==> src/rtl/state_seq_pkg.sv <==
// Shared definitions for the state-code sequencer and its receive-side monitor.
// Holds the code constants, the monitor FSM encoding and the protocol rule
// expected_next(), which the sequencer's bench model reuses as-is.
package state_seq_pkg;

  localparam logic [4:0] ST_FIRST     = 5'd0;
  localparam logic [4:0] ST_TERM      = 5'd16;
  localparam logic [4:0] ST_ALT       = 5'd17;
  localparam logic [4:0] ST_MAX_LEGAL = 5'd17;

  typedef enum logic [1:0] {
    StUnlocked,
    StAcquire,
    StLocked
  } mon_state_e;

  // Code the sequencer must emit after 'code' was applied with mode bit 'a'.
  // Illegal codes carry no expectation; callers never compare against one.
  function automatic logic [4:0] expected_next(input logic [4:0] code, input logic a);
    logic [4:0] nxt;
    nxt = ST_FIRST;
    if (code > ST_MAX_LEGAL) begin
      nxt = ST_FIRST;
    end else if (a) begin
      nxt = (code == ST_ALT) ? ST_TERM : ST_ALT;
    end else begin
      nxt = (code < ST_TERM) ? code + 5'd1 : ST_FIRST;
    end
    return nxt;
  endfunction

endpackage

==> src/rtl/state_sequence_monitor_if.sv <==
// Bus between the sequencer output tap and the state sequence monitor.
//   valid, A, state      : sampled state/mode pair (driven by master)
//   count_value, in_hold : decoded view of the last valid code (driven by slave)
//   locked, mismatch,
//   illegal_code,
//   err_count            : monitor status (driven by slave)
interface state_sequence_monitor_if #(
  parameter int unsigned ERR_CNT_W = 8
);

  logic                 valid;
  logic                 A;
  logic [4:0]           state;
  logic [3:0]           count_value;
  logic                 in_hold;
  logic                 locked;
  logic                 mismatch;
  logic                 illegal_code;
  logic [ERR_CNT_W-1:0] err_count;

  modport master (
    output valid, A, state,
    input  count_value, in_hold, locked, mismatch, illegal_code, err_count
  );

  modport slave (
    input  valid, A, state,
    output count_value, in_hold, locked, mismatch, illegal_code, err_count
  );

endinterface

==> src/rtl/state_code_decoder.sv <==
// Combinational decode of a 5-bit state code.
//   code_i        : state code
//   count_value_o : code[3:0] for codes 0..15, else 0
//   in_hold_o     : code is 16 or 17
//   is_illegal_o  : code is 18..31
module state_code_decoder
  import state_seq_pkg::*;
(
  input  logic [4:0] code_i,
  output logic [3:0] count_value_o,
  output logic       in_hold_o,
  output logic       is_illegal_o
);

  always_comb begin
    count_value_o = (code_i < ST_TERM) ? code_i[3:0] : 4'd0;
    in_hold_o     = (code_i == ST_TERM) || (code_i == ST_ALT);
    is_illegal_o  = (code_i > ST_MAX_LEGAL);
  end

endmodule

==> src/rtl/state_sequence_monitor.sv <==
// Receive-side checker for the sequencer's state-code stream. Each valid sample
// is compared with the code predicted from the previous sample and its mode bit;
// the monitor locks after LOCK_COUNT consecutive good transitions and reports
// mismatches (while locked) and illegal codes, counting both in a saturating
// error counter. All outputs are registered (1-cycle latency).
//   clk   : clock, rising edge
//   reset : synchronous, active-low
//   bus   : slave side of state_sequence_monitor_if (inputs valid/A/state,
//           outputs count_value/in_hold/locked/mismatch/illegal_code/err_count)
module state_sequence_monitor
  import state_seq_pkg::*;
#(
  parameter int unsigned ERR_CNT_W  = 8,
  parameter int unsigned LOCK_COUNT = 2
) (
  input  logic                    clk,
  input  logic                    reset,
  state_sequence_monitor_if.slave bus
);

  localparam logic [4:0] LockCnt = 5'(LOCK_COUNT);
  localparam logic [ERR_CNT_W-1:0] ErrOne = {{(ERR_CNT_W-1){1'b0}}, 1'b1};

  mon_state_e           fsm_q, fsm_d;
  logic [4:0]           ref_code_q, ref_code_d;
  logic                 ref_a_q, ref_a_d;
  logic [3:0]           good_cnt_q, good_cnt_d;
  logic [3:0]           count_value_q, count_value_d;
  logic                 in_hold_q, in_hold_d;
  logic                 mismatch_q, mismatch_d;
  logic                 illegal_q, illegal_d;
  logic [ERR_CNT_W-1:0] err_q, err_d;

  logic [3:0] dec_count;
  logic       dec_hold;
  logic       dec_illegal;
  logic       match;
  logic       err_inc;
  logic [4:0] good_next;

  state_code_decoder u_decoder (
    .code_i        (bus.state),
    .count_value_o (dec_count),
    .in_hold_o     (dec_hold),
    .is_illegal_o  (dec_illegal)
  );

  assign match     = (bus.state == expected_next(ref_code_q, ref_a_q));
  assign good_next = {1'b0, good_cnt_q} + 5'd1;

  always_comb begin
    fsm_d         = fsm_q;
    ref_code_d    = ref_code_q;
    ref_a_d       = ref_a_q;
    good_cnt_d    = good_cnt_q;
    count_value_d = count_value_q;
    in_hold_d     = in_hold_q;
    mismatch_d    = 1'b0;
    illegal_d     = 1'b0;
    err_inc       = 1'b0;

    if (bus.valid) begin
      // Decoder already yields 0/0 for illegal codes.
      count_value_d = dec_count;
      in_hold_d     = dec_hold;
      ref_code_d    = bus.state;
      ref_a_d       = bus.A;

      if (dec_illegal) begin
        // Illegal wins over any mismatch; the next sample only re-seeds.
        illegal_d  = 1'b1;
        err_inc    = 1'b1;
        fsm_d      = StUnlocked;
        good_cnt_d = 4'd0;
      end else begin
        unique case (fsm_q)
          StUnlocked: begin
            good_cnt_d = 4'd0;
            fsm_d      = StAcquire;
          end
          StAcquire: begin
            if (match) begin
              good_cnt_d = good_next[3:0];
              if (good_next >= LockCnt) begin
                fsm_d = StLocked;
              end
            end else begin
              good_cnt_d = 4'd0;
            end
          end
          StLocked: begin
            if (!match) begin
              mismatch_d = 1'b1;
              err_inc    = 1'b1;
              fsm_d      = StAcquire;
              good_cnt_d = 4'd0;
            end
          end
          default: begin
            fsm_d      = StUnlocked;
            good_cnt_d = 4'd0;
          end
        endcase
      end
    end

    err_d = (err_inc && (err_q != '1)) ? err_q + ErrOne : err_q;
  end

  always_ff @(posedge clk) begin
    if (!reset) begin
      fsm_q         <= StUnlocked;
      ref_code_q    <= 5'd0;
      ref_a_q       <= 1'b0;
      good_cnt_q    <= 4'd0;
      count_value_q <= 4'd0;
      in_hold_q     <= 1'b0;
      mismatch_q    <= 1'b0;
      illegal_q     <= 1'b0;
      err_q         <= '0;
    end else begin
      fsm_q         <= fsm_d;
      ref_code_q    <= ref_code_d;
      ref_a_q       <= ref_a_d;
      good_cnt_q    <= good_cnt_d;
      count_value_q <= count_value_d;
      in_hold_q     <= in_hold_d;
      mismatch_q    <= mismatch_d;
      illegal_q     <= illegal_d;
      err_q         <= err_d;
    end
  end

  assign bus.count_value  = count_value_q;
  assign bus.in_hold      = in_hold_q;
  assign bus.locked       = (fsm_q == StLocked);
  assign bus.mismatch     = mismatch_q;
  assign bus.illegal_code = illegal_q;
  assign bus.err_count    = err_q;

endmodule

==> src/flat_wrapper.sv <==
// flat-port wrapper written by rule: the top's interface ports become plain ports
module state_sequence_monitor_flat import state_seq_pkg::*;
#(
  parameter int unsigned ERR_CNT_W  = 8,
  parameter int unsigned LOCK_COUNT = 2
)
  (clk, reset, bus_valid, bus_A, bus_state, bus_count_value, bus_in_hold, bus_locked, bus_mismatch, bus_illegal_code, bus_err_count);
  state_sequence_monitor_if #(.ERR_CNT_W(ERR_CNT_W)) bus_i ();
  input  logic clk;
  input  logic reset;
  input wire logic [$bits(bus_i.valid)-1:0] bus_valid;
  input wire logic [$bits(bus_i.A)-1:0] bus_A;
  input wire logic [$bits(bus_i.state)-1:0] bus_state;
  output wire logic [$bits(bus_i.count_value)-1:0] bus_count_value;
  output wire logic [$bits(bus_i.in_hold)-1:0] bus_in_hold;
  output wire logic [$bits(bus_i.locked)-1:0] bus_locked;
  output wire logic [$bits(bus_i.mismatch)-1:0] bus_mismatch;
  output wire logic [$bits(bus_i.illegal_code)-1:0] bus_illegal_code;
  output wire logic [$bits(bus_i.err_count)-1:0] bus_err_count;
  assign bus_i.valid = bus_valid;
  assign bus_i.A = bus_A;
  assign bus_i.state = bus_state;
  assign bus_count_value = bus_i.count_value;
  assign bus_in_hold = bus_i.in_hold;
  assign bus_locked = bus_i.locked;
  assign bus_mismatch = bus_i.mismatch;
  assign bus_illegal_code = bus_i.illegal_code;
  assign bus_err_count = bus_i.err_count;
  state_sequence_monitor #(.ERR_CNT_W(ERR_CNT_W), .LOCK_COUNT(LOCK_COUNT)) u_core (.clk(clk), .reset(reset), .bus(bus_i));
endmodule
==> config.mk <==
export PLATFORM = sky130hd
export DESIGN_NAME = state_sequence_monitor_flat
export DESIGN_NICKNAME = d
export VERILOG_FILES = /design/src/rtl/state_seq_pkg.sv /design/src/rtl/state_sequence_monitor_if.sv /design/src/rtl/state_code_decoder.sv /design/src/rtl/state_sequence_monitor.sv /design/src/flat_wrapper.sv
export SDC_FILE = /design/constraint.sdc
export NUM_CORES = 1
export LEC_CHECK = 0
export BUFFER_PORTS_ARGS = -buffer_cell sky130_fd_sc_hd__clkbuf_2
export CELL_PAD_IN_SITES_DETAIL_PLACEMENT = 0
export CELL_PAD_IN_SITES_GLOBAL_PLACEMENT = 1
export CORE_ASPECT_RATIO = 0.6
export CORE_MARGIN = 5
export CORE_UTILIZATION = 42
export DETAILED_ROUTE_END_ITERATION = 8
export GPL_TIMING_DRIVEN = 0
export PLACE_DENSITY = 0.78
export SETUP_SLACK_MARGIN = 0.3
export SLEW_MARGIN = 0
export SYNTH_ARGS = -nofsm -noshare
export SYNTH_HDL_FRONTEND = slang
export SYNTH_HIERARCHICAL = 1
export SYNTH_SLANG_ARGS = --single-unit
==> constraint.sdc <==
create_clock -name clk -period 2.7 [get_ports clk]
set_input_delay 0.54 -clock clk [delete_from_list [all_inputs] [get_ports clk]]
set_output_delay 0.54 -clock clk [all_outputs]
set_load 0.01 [all_outputs]
# Word-level counts from Yosys, hierarchy flattened
# Cells that the tools add are included.
totals:
  reg_bits: 27
  word_cells: 55
op_classes:
  add_sub_neg: 3
  magnitude_cmp: 5
  n_eq_ne: 10
  muxes: 19
  n_bitwise: 2
  reduce_logical: 7
op_table:
  columns: ["cell", "count"]
  rows:
  - ["$mux 4", 4]
  - ["$eq 5x5->1 const B", 3]
  - ["$mux 5", 3]
  - ["$gt 5x5->1 const B", 2]
  - ["$lt 5x5->1 const B", 2]
  - ["$add 8x1->8 const B", 1]
  - ["$mux 2", 4]
  - ["$ne 8x8->1 const B", 1]
  - ["$pmux 4 s2", 1]
  - ["$mux 1", 6]
  - ["$ne 3x1->1 const B", 2]
  - ["$pmux 2 s3", 1]
  - ["$add 4x1->5 const B", 1]
  - ["$add 5x1->5 const B", 1]
  - ["$eq 5x5->1", 1]
  - ["$ge 5x2->1 const B", 1]
  - ["$reduce_and 2->1", 2]
  - ["$reduce_and 4->1", 1]
  - ["$ne 3x2->1 const B", 1]
  - ["$reduce_or 3->1", 1]
  - ["$eq 2x1->1 const B", 1]
  - ["$eq 2x2->1 const B", 1]
  - ["$logic_not 2->1", 1]
  - ["$not 1->1", 2]
  - ["other kinds (2)", 2]

# Longest topological paths before layout
# Gate-level depths: netlist (run 1).
depth:
  depth_word: 10
  mapped_depth: 9

# Modules after synthesis
# The synthesis (run 1) kept the hierarchy.
by_module_without_submodules:
  columns: ["mod", "n_inst", "cells_per_inst", "area_per_inst_um2", "seq_area_each_um2"]
  rows:
  - ["state_sequence_monitor", 1, 164, 1493.9, 540.5]
  - ["state_code_decoder", 1, 6, 57.6, 0.0]

# Worst setup path before layout (run 1)
# No wires, ideal clock.
synth_path:
  kind: "reg2reg"
  start: "reg u_core.ref_code_q[1]"
  end: "reg u_core.good_cnt_q[0]"
  setup_time_ns: 0.070
  arrival_ns: 2.051
  t_required_ns: 2.630
  slack_ns: 0.579
  path_stages_with_launch: 10
  n_path_buf: 0
  cell_sequence: "dfxtp_1 > inv_1 > ha_1 > or3_1 > o22ai_1 > xnor2_1 > nand4_2 > nand2b_1 > or3_1 > a21boi_1"
synth_via:
  elab_chain_len: 8
  elab_cells_between_ends: 14
synth_lines:
  columns: ["element", "line", "text"]
  rows:
  - ["from (decl)", "state_sequence_monitor.sv:25", "logic [4:0] ref_code_q, ref_code_d;"]
  - ["from (signal assigned)", "state_sequence_monitor.sv:123", "ref_code_q <= ref_code_d;"]
  - ["$add 5x1->5, or another cell as far along", "state_seq_pkg.sv:27", "nxt = (code < ST_TERM) ? code + 5'd1 : ST_FIRST;"]
  - ["$mux 5 or $mux 1 (tied branches)", "state_seq_pkg.sv:27, state_seq_pkg.sv:25", null]
  - ["$mux 5", "state_seq_pkg.sv:24", "end else if (a) begin"]
  - ["$mux 5 (*)", "state_seq_pkg.sv:22", "if (code > ST_MAX_LEGAL) begin"]
  - ["$eq 5x5->1 (*)", "state_sequence_monitor.sv:48", "assign match = (bus.state == expected_next(ref_code_q, ref_a_q));"]
  - ["$mux 4", "state_sequence_monitor.sv:82", "if (match) begin"]
  - ["$pmux 4 s2", "state_sequence_monitor.sv:76", "unique case (fsm_q)"]
  - ["$mux 4", "state_sequence_monitor.sv:69", "if (dec_illegal) begin"]
  - ["to (signal assigned)", "state_sequence_monitor.sv:125", "good_cnt_q <= good_cnt_d;"]
  - ["to (decl)", "state_sequence_monitor.sv:27", "logic [3:0] good_cnt_q, good_cnt_d;"]
# Mark *: on every way between the ends. The rest lies on a longest branch, timed or not.
# A chain may end at the register's enable or synchronous reset.

# Worst setup path after layout (run 1)
layout_path:
  start: "reg u_core.ref_code_q[0]"
  end: "reg u_core.good_cnt_q[3]"
# The elaborated chain is that of the path after synthesis.

==> key figures, run 1 <==
Clock tree
  – Max clock buf depth: 2
  – Clock slew at reported path FFs: 0.09 ns
  – Clock sinks: 27
  – TritonCTS clock tree: done
  – Worst-Skew Late Latency: 0.27 ns
  – Root Buffer: clkbuf_8
  – CTS Buf Count: 3
  – Hold-fix buffer count after cts: 0
  – H-tree depth: 1

Drt
  – Pre-antenna DRT Iters: 4
  – DRC errors left: 0
  – DR top layer: met4
  – Total wire length: 3600 um
  – ANT nets after route: 0
  – Average wire per standard cell: 14.6 um
  – Average via count per standard cell: 5.40
  – DR WL met3: 144 um
  – WL met2: 1570 um
  – Metal-1 WL: 1870 um
  – Routed vias: 1334
  – DRT iter0 DRCs: 71

Timing
  – Slew Limit Fails: 0
  – Final period util: 85.0%
  – Clock Skew: 0.00847 ns
  – Final Hold Fails: 0
  – Worst hold margin: 0.520 ns
  – Endpoints failing setup: 0
  – RSZ-0062 raised after global routing: false
  – Slew @ Worst Pin: 0.592 ns
  – Slew Limit Headroom: 60.5%
  – FMAX: 436 MHz
  – Setup TNS: 0 ns
  – Fin crit period: 2.30 ns

Die
  – Initial Util: 42.9%
  – Core Region: 0.00362 sq mm
  – Total die area: 0.00505 sq mm
  – DIE WIDTH: 88.5 um
  – Die Span Y: 57.1 um
  – IO Count: 25
  – Row cnt: 17

Synthesis
  – Synth warn: 6
  – Gate Count Post-Synth: 170
  – Ys async rst share: 0%
  – Avg Cell Area, Syn: 9.13 sq um
  – Synth top area cells: dfxtp_1 (35%), mux2i_1 (10%), nor2b_1 (6.5%)
  – Seq/Total Area, Yosys: 34.8%
  – Register bit total from synthesis: 27
  – Most common cell in the netlist: dfxtp_1
  – Post-synth top cells: dfxtp_1 (27), mux2i_1 (16), nor2b_1 (16)
  – Synthesized area: 0.00155 sq mm
  – Netlist cell types: 47
  – Area leader, netlist: dfxtp_1
  – Post-synthesis net count: 184
  – Post-synth EDFFs: 0
  – Area share of the largest cell type after synthesis: 34.8%
  – Top_reg_cell synth: dfxtp_1

Power
  – Switching share of power: 26.1%
  – Peak VDD IR: 0.000217 V
  – Pwr/cell area: 423 mW/mm^2
  – Leakage power: 0.000740 uW
  – Power Internal: 572 uW
  – Sequential Power Share: 54.3%
  – Tot Pwr: 774 uW
  – Comb power frac: 16.9%
  – Clock power share: 28.8%
  – NetSw: 202 uW

Place
  – PortBufs: 24
  – Placed insts: 241
  – DPL Wire Length: 2720 um
  – Placer Congestion: 0.805

GRT
  – Total gr overflow: 0
  – Number of global-route vias before repair: 1237
  – GRT Total Usage: 14.6%
  – Antenna violations before repair: 0
  – First-pass GRT wire length: 5890 um
  – Largest net degree at the start of global routing: 15

Worst setup path
  – Critical path fanouts, max: 7
  – CP Capture Type: register
  – WP data required: 2.92 ns
  – Startpoint Class: register
  – Critical Path AT: 2.52 ns
  – Crit Path Class: register to register

Run status
  – Status: completed

Finish
  – Ant. Diodes: 0
  – Fillers: 347
  – Share of cells above drive strength 1: 24.5%
  – Post-layout nets: 215
  – Non-Filler Instances: 247
  – Multi-input gate area: 988 sq um
  – Area Growth Syn to Fin: 17.8%
  – Area occupied by registers: 546 sq um

Run
  – Max-cap violations: 0

Hold path
  – Min-delay worst type: register to register
[placed cells by master, fill, tap and decap left out, drive strengths merged, types with 3 or more instances in the layout]
| cell type | Yosys | routed |
|---|---|---|
| nor2b | 17 | 17 |
| mux2i | 16 | 16 |
| nand2b | 6 | 6 |
| nor3 | 6 | 6 |
| and3 | 3 | 3 |
| inv | 4 | 4 |
| o21ai | 5 | 5 |
| xnor2 | 4 | 4 |
| clkbuf | 3 | 31 |
| o22ai | 3 | 3 |
| dfxtp | 27 | 27 |
| ha | 5 | 5 |
| or3 | 3 | 3 |
| nor2 | 7 | 7 |
| nand2 | 15 | 15 |
| and2 | 3 | 3 |
| nand3 | 8 | 8 |
| buf | 5 | 7 |
[final cells by class]
class / instances / share of cell area [%]
buffer: 8 / 2.19
sequential: 27 / 29.8
tap: 47 / 3.22
timing repair buffer: 26 / 7.39
clock buffer: 4 / 2.46
inverter: 4 / 0.821
multi-input combinational: 131 / 54.1
[power by group through the flow]
stage | combinational (uW) | sequential (uW) | clock (uW)
final | 130 | 421 | 223
after global routing | 144 | 423 | 249
after CTS | 120 | 421 | 237
after detailed placement | 119 | 430 | 0
after global placement | 116 | 429 | 0
after floorplan | 82.1 | 430 | 0
[stage by stage]
stage	util (%)	setup WS [ns]	area, sq um
finish	50.6	0.404	1830
global route	50.6	0.307	1830
CTS	49.1	0.367	1780
detailed placement	47.9	0.327	1730
global placement	47.9	0.379	1730
floorplan	-	0.579	1550
[repair_timing]
action	CTS	global route
setup buffers	0	2
setup endpoints to repair	1	11
pin swaps	1	4
hold endpoints to repair	0	0
cloned	0	0
gates resized for setup	1	7
[state kept, by name, summed over array words and instances, names as in the netlist, 2 cells and up]
name                    count
u_core/fsm_q                2
u_core/good_cnt_q           4
u_core/bus.count_value      4
u_core/bus.err_count        8
u_core/ref_code_q           5
[worst paths after layout]
| kind | start | to | slack (ns) | cells past startpoint |
|---|---|---|---|---|
| hold / removal | u_core/good_cnt_q[1] | u_core/good_cnt_q[1] | 0.52 | 2 |
| hold reg to reg | u_core/good_cnt_q[1] | u_core/good_cnt_q[1] | 0.52 | 2 |
| setup reg to reg | u_core/ref_code_q[0] | u_core/good_cnt_q[3] | 0.40 | 9 |
| setup / recovery | u_core/ref_code_q[0] | u_core/good_cnt_q[3] | 0.40 | 9 |
[routing by layer]
| metal | global-route usage (%) | vias up |
|---|---|---|
| li1 | - | 668 |
| met1 | 21.7 | 642 |
| met2 | 21.4 | 22 |
| met3 | 3.90 | 2 |
| met4 | 2.59 | 0 |
| met5 | 0 | - |
[critical path, cell delays in order, from the launching register on]
cell	delay, ns
dfxtp_2	0.37
ha_1	0.23
xnor2_1	0.15
o31a_1	0.28
nor3_4	0.24
nand4_2	0.16
buf_4	0.19
o31ai_4	0.36
o2bb2ai_1	0.15
and2_1	0.13
[cells by family after synthesis]
logic type,Yosys count,synth area share (%)
AND/OR/NAND/NOR,75,28.0
AO/OA/AOI/OAI,29,15.9
flip-flops,27,34.8
multiplexers,16,10.3
buffers and inverters,12,3.55
XOR/XNOR,6,3.39
adder cells (fa/ha/maj),5,4.03
(Power assumes the default switching activity.)
==> inputs of run 2 (changes only) <==
--- a/config.mk
+++ b/config.mk
@@ -6,14 +6,14 @@
 export NUM_CORES = 1
 export LEC_CHECK = 0
 export BUFFER_PORTS_ARGS = -buffer_cell sky130_fd_sc_hd__clkbuf_2
-export CELL_PAD_IN_SITES_DETAIL_PLACEMENT = 0
+export CELL_PAD_IN_SITES_DETAIL_PLACEMENT = 1
 export CELL_PAD_IN_SITES_GLOBAL_PLACEMENT = 1
 export CORE_ASPECT_RATIO = 0.6
 export CORE_MARGIN = 5
 export CORE_UTILIZATION = 42
 export DETAILED_ROUTE_END_ITERATION = 8
 export GPL_TIMING_DRIVEN = 0
-export PLACE_DENSITY = 0.78
+export PLACE_DENSITY = 0.85
 export SETUP_SLACK_MARGIN = 0.3
 export SLEW_MARGIN = 0
 export SYNTH_ARGS = -nofsm -noshare
==> run 2 against run 1 <==
  * Register-to-register slack lost 0.04 ns
  * Core utilization decreased by 0.55 points
  * Largest power group unchanged
  * Die area stayed put
  * Critical endpoint is now u_core/fsm_q[1]
  * Clock power rose by 5%
  * Global-route usage up 2.3 points
  * Clock skew is 0.0056 ns lower
  * Highest routed layer unchanged
==> key figures, run 2 (synthesis results as in run 1) <==
Worst setup path
  – Worst reg-to-reg setup slack: 0.37 ns
  – Critical path, cell by cell: inv_1, ha_1, or3_1, o22ai_1, xnor2_2, nand4_2, a311oi_1, o221a_2
  – CP max-delay cell: a311oi_1
  – Cells on worst reg2reg path: 8
  – Critical Path AT: 2.56 ns
  – WP data required: 2.92 ns
  – Critical Path Max Stage Delay: 0.47 ns
  – Critical path fanouts, max: 6
  – Startpoint Class: register
  – Worst R2R End: u_core/fsm_q[1]
  – Crit Path Class: register to register
  – CP Capture Type: register
  – Reg2Reg Launch Point: u_core/ref_code_q[1]

Drt
  – DRT iter0 DRCs: 88
  – DRC errors left: 0
  – Pre-antenna DRT Iters: 4
  – Total wire length: 4190 um
  – Average via count per standard cell: 5.54
  – Routed vias: 1363
  – ANT nets after route: 0
  – Average wire per standard cell: 17.0 um

Run
  – Max-cap violations: 0

Die
  – Initial Util: 42.9%
  – DIE WIDTH: 88.5 um
  – Core Region: 0.00362 sq mm
  – Total die area: 0.00505 sq mm
  – Die Span Y: 57.1 um
  – Row cnt: 17
  – IO Count: 25

Clock tree
  – CTS Buf Count: 3
  – Clock sinks: 27
  – Clock slew at reported path FFs: 0.09 ns
  – Hold-fix buffer count after cts: 0
  – TritonCTS clock tree: done
  – H-tree depth: 1
  – Worst-Skew Late Latency: 0.27 ns
  – Max clock buf depth: 2
  – Root Buffer: clkbuf_8

Power
  – Pwr/cell area: 434 mW/mm^2
  – Peak VDD IR: 0.000303 V
  – Leakage power: 0.000736 uW

Timing
  – Slew Limit Headroom: 58.6%
  – Final period util: 86.4%
  – Setup TNS: 0 ns
  – Fin crit period: 2.33 ns
  – Slew Limit Fails: 0
  – Setup ws final: 0.366 ns
  – RSZ-0062 raised after global routing: true
  – Endpoints failing setup: 0
  – Slew @ Worst Pin: 0.621 ns
  – Clock Skew: 0.00282 ns
  – FMAX: 429 MHz
  – Final Hold Fails: 0

GRT
  – GRT Total Usage: 16.9%
  – Number of global-route vias before repair: 1366
  – First-pass GRT wire length: 6820 um
  – Largest net degree at the start of global routing: 15
  – Total gr overflow: 0
  – Antenna violations before repair: 0

Hold path
  – Min-delay worst type: register to register
  – Hold path depth: 2
  – Worst Hold Path EP: u_core/bus.in_hold
  – Hold_sp: u_core/bus.in_hold

Finish
  – Ant. Diodes: 0
  – Max reg flops: 8
  – Share of cells above drive strength 1: 23.1%
  – Non-Filler Instances: 246
  – Most frequent cells in the layout: dfxtp_1 (25), clkbuf_2 (24), mux2i_1 (16), nor2b_1 (16), nand2_1 (15)
  – Post-layout nets: 214
  – Commonest non-fill, non-tap cell in the layout: dfxtp_1
  – Area Growth Syn to Fin: 16.5%

Place
  – DPL Wire Length: 3080 um
  – PortBufs: 24
  – Place WS: 0.320 ns
  – Placer Congestion: 0.840
  – Placed insts: 241

Run status
  – Status: completed
## run 2: worst max-delay path by stage
stage | startpoint | to | slack (ns) | depth (start not counted)
floorplan | u_core/ref_code_q[1] | u_core/good_cnt_q[0] | 0.58 | 9
global placement | u_core/ref_code_q[1] | u_core/good_cnt_q[0] | 0.41 | 9
detailed placement | u_core/ref_code_q[1] | u_core/good_cnt_q[0] | 0.32 | 9
CTS | u_core/ref_code_q[1] | u_core/good_cnt_q[0] | 0.34 | 9
global route | u_core/ref_code_q[1] | u_core/fsm_q[1] | 0.23 | 8
finish | u_core/ref_code_q[1] | u_core/fsm_q[1] | 0.37 | 8
## run 2: cell type report
type | count | area (sq um)
fill | 437 | 1810
multi-input combinational | 131 | 978
sequential | 27 | 543
timing repair buffer | 25 | 128
tap | 47 | 58.8
clock buffer | 4 | 45.0
buffer | 8 | 40.0
inverter | 4 | 15.0
## run 2: layer usage
metal  wire length, um  part of all wire [%]  global-route usage [%]
met5                 0                     0                       0
met4                10                  0.24                    1.94
met2              2130                    51                    28.9
met1              1900                    45                    22.6
met3               153                   3.7                    3.75
## run 2: repair_timing
| action | in CTS | in global routing |
|---|---|---|
| resized for setup | 1 | 4 |
| endpoints found under the setup margin | 1 | 9 |
| buffers inserted | 0 | 1 |
| pin swaps | 1 | 1 |
## run 2: critical path, delay by kind of cell, from the launching register on
| family | cells | cell delay (ns) |
|---|---|---|
| buf+inv | 1 | 0.05 |
| simple gates | 2 | 0.53 |
| xor+xnor | 1 | 0.17 |
| flops | 1 | 0.39 |
| compound gates | 3 | 0.97 |
| fa+ha+maj | 1 | 0.17 |
## run 2: stage by stage
| stage | hold WS (ns) | power, uW | area (sq um) | util, % |
|---|---|---|---|---|
| 2_1_floorplan | 0.472 | 512 | 1550 | - |
| 3_3_place_gp | 0.492 | 544 | 1730 | 47.9 |
| 3_5_place_dp | 0.504 | 553 | 1730 | 47.9 |
| 4_1_cts | 0.526 | 790 | 1780 | 49.1 |
| 5_1_grt | 0.554 | 826 | 1810 | 50.0 |
| 6_report | 0.524 | 784 | 1810 | 50.0 |
## run 2: power breakdown
part	switching (uW)	internal [uW]	total [uW]	leakage (uW)
sequential	11.5	410	422	0.000220
clock	128	106	234	0.0000228
combinational	74.5	54.5	129	0.000493
==> inputs of run 3 (changes only) <==
==> constraint.sdc (replaced) <==
create_clock -name clk -period 2.3 [get_ports clk]
set_input_delay 0.46 -clock clk [delete_from_list [all_inputs] [get_ports clk]]
set_output_delay 0.46 -clock clk [all_outputs]
set_load 0.01 [all_outputs]
==> run 3 against run 2 <==
  * Wire length increased by 16%
  * Die area unchanged
  * Global-route usage increased by 2.0 points
  * Final area increased by 14%
  * First-iteration DRC count decreased by 18%
  * Final cell count increased by 5.3%
  * Setup slack got worse by 0.28 ns
  * Total power increased by 27%
  * Critical path depth increased by 1
  * Non-clock buffer count increased by 13
  * Core utilization increased by 6.9 points
  * Sequential cell count unchanged
  * Critical endpoint is now u_core/good_cnt_q[3]
  * Largest cell class unchanged
  * Highest routed layer unchanged
==> key figures, run 3 (synthesis results as in run 1) <==
Worst setup path
  – CP Capture Type: register
  – CP max-delay cell: dfxtp_4
  – Critical Path AT: 2.44 ns
  – Critical Path Max Stage Delay: 0.39 ns
  – Crit Path Class: register to register
  – Critical path, cell by cell: buf_4, or3_4, o22ai_2, xnor2_2, nand4_2, buf_6, o31ai_4, o2bb2ai_1, and2_1
  – WP data required: 2.53 ns
  – Startpoint Class: register
  – Critical path fanouts, max: 6

Die
  – Initial Util: 42.9%
  – IO Count: 25
  – Core Region: 0.00362 sq mm
  – Total die area: 0.00505 sq mm
  – Die Span Y: 57.1 um
  – Row cnt: 17
  – DIE WIDTH: 88.5 um

Drt
  – ANT nets after route: 0
  – Average wire per standard cell: 18.7 um
  – Routed vias: 1480
  – Pre-antenna DRT Iters: 6
  – DRC errors left: 0
  – Average via count per standard cell: 5.71
  – Total wire length: 4840 um
  – DRT iter0 DRCs: 72

Clock tree
  – Max clock buf depth: 2
  – Root Buffer: clkbuf_8
  – H-tree depth: 1
  – Clock sinks: 27
  – TritonCTS clock tree: done
  – Clock slew at reported path FFs: 0.10 ns
  – CTS Buf Count: 3
  – Worst-Skew Late Latency: 0.28 ns

GRT
  – Largest net degree at the start of global routing: 17
  – First-pass GRT wire length: 7480 um
  – Number of global-route vias before repair: 1540
  – Total gr overflow: 0
  – Antenna violations before repair: 0
  – GRT Total Usage: 18.9%

Run
  – Max-cap violations: 0

Timing
  – Endpoints failing setup: 0
  – Fin crit period: 2.21 ns
  – Slew Limit Fails: 0
  – Clock Skew: 0.00304 ns
  – FMAX: 452 MHz
  – Slew Limit Headroom: 55.0%
  – RSZ-0062 raised after global routing: true
  – Slew @ Worst Pin: 0.674 ns
  – Final period util: 96.1%
  – Setup TNS: 0 ns
  – Final Hold Fails: 0

Finish
  – Non-Filler Instances: 259
  – Max reg flops: 8
  – Ant. Diodes: 0
  – Share of cells above drive strength 1: 34.9%
  – Most frequent cells in the layout: clkbuf_2 (24), dfxtp_1 (24), mux2i_1 (16), nor2b_1 (16), nand2_1 (15)
  – Post-layout nets: 227
  – Fillers: 436
  – Area Growth Syn to Fin: 32.6%

Run status
  – Status: completed

Place
  – Placer Congestion: 0.851
  – Placed insts: 241
  – PortBufs: 24
  – DPL Wire Length: 3110 um

Power
  – Pwr/cell area: 483 mW/mm^2
  – Leakage power: 0.000837 uW
  – Peak VDD IR: 0.000224 V

Hold path
  – Min-delay worst type: input port to register
[run 3: cell types whose count changed in the layout (fill, tap and decap cells not counted), sizes merged]
cell	previous run	this run
buf	6	19
clkinvlp	0	1
clkbuf	31	30
[run 3: path summary, 6_finish.rpt]
kind	from	end	slack, ns	depth (start not counted)
max	u_core/ref_code_q[0]	u_core/good_cnt_q[3]	0.09	9
min	bus_A	u_core/ref_a_q	0.45	3
max reg2reg	u_core/ref_code_q[0]	u_core/good_cnt_q[3]	0.09	9
min reg2reg	u_core/good_cnt_q[1]	u_core/good_cnt_q[1]	0.53	2
[run 3: area by class of cell]
class                      instances  area (sq um)  area share (%)
multi-input combinational        131          1110            53.8
buffer                             8          43.8            2.13
timing repair buffer              38           233            11.3
clock inverter                     1          7.51           0.365
clock buffer                       3          41.3            2.01
sequential                        27           549            26.7
inverter                           4          17.5           0.852
tap                               47          58.8            2.86
[run 3: what timing repair did]
action                                  4_1_cts  5_1_grt
buffers inserted                             10        4
gates resized for setup                      20        9
endpoints found under the hold margin         0        0
pin swaps                                    10       10
endpoints found under the setup margin       14       15
hold buffers                                  0        0
[run 3: report_power, final]
part	internal [uW]	switching [uW]	leakage (uW)
clock	123	160	0.0000217
sequential	480	17.0	0.000221
combinational	99.9	114	0.000593
total	703	291	0.000837
[run 3: critical path: cells and delay by family (launching register included)]
| family | cells | cell delay, ns |
|---|---|---|
| DFF | 1 | 0.39 |
| and+or+nand+nor | 3 | 0.68 |
| buffers and inverters | 2 | 0.31 |
| AOI/OAI and AO/OA | 3 | 0.60 |
| xor gates and xnor gates | 1 | 0.17 |
[run 3: per-stage QoR]
step                setup slack, ns  area, sq um  hold WS [ns]  power [uW]  util, %
CTS                          0.0882         1970         0.449         973     54.4
floorplan                     0.253         1570         0.477         604        -
global route               -0.00651         2060         0.454        1040     56.9
detailed placement          -0.0611         1750         0.510         652     48.3
global placement              0.116         1750         0.490         642     48.3
finish                       0.0890         2060         0.454         994     56.9
[run 3: metal layers]
layer  share of wire [%]  track usage (%)  wire (um)
met4                 2.8             5.17        133
met2                  50             33.5       2400
met1                  43             23.2       2100
met5                   0                0          0
met3                 4.2             4.04        204
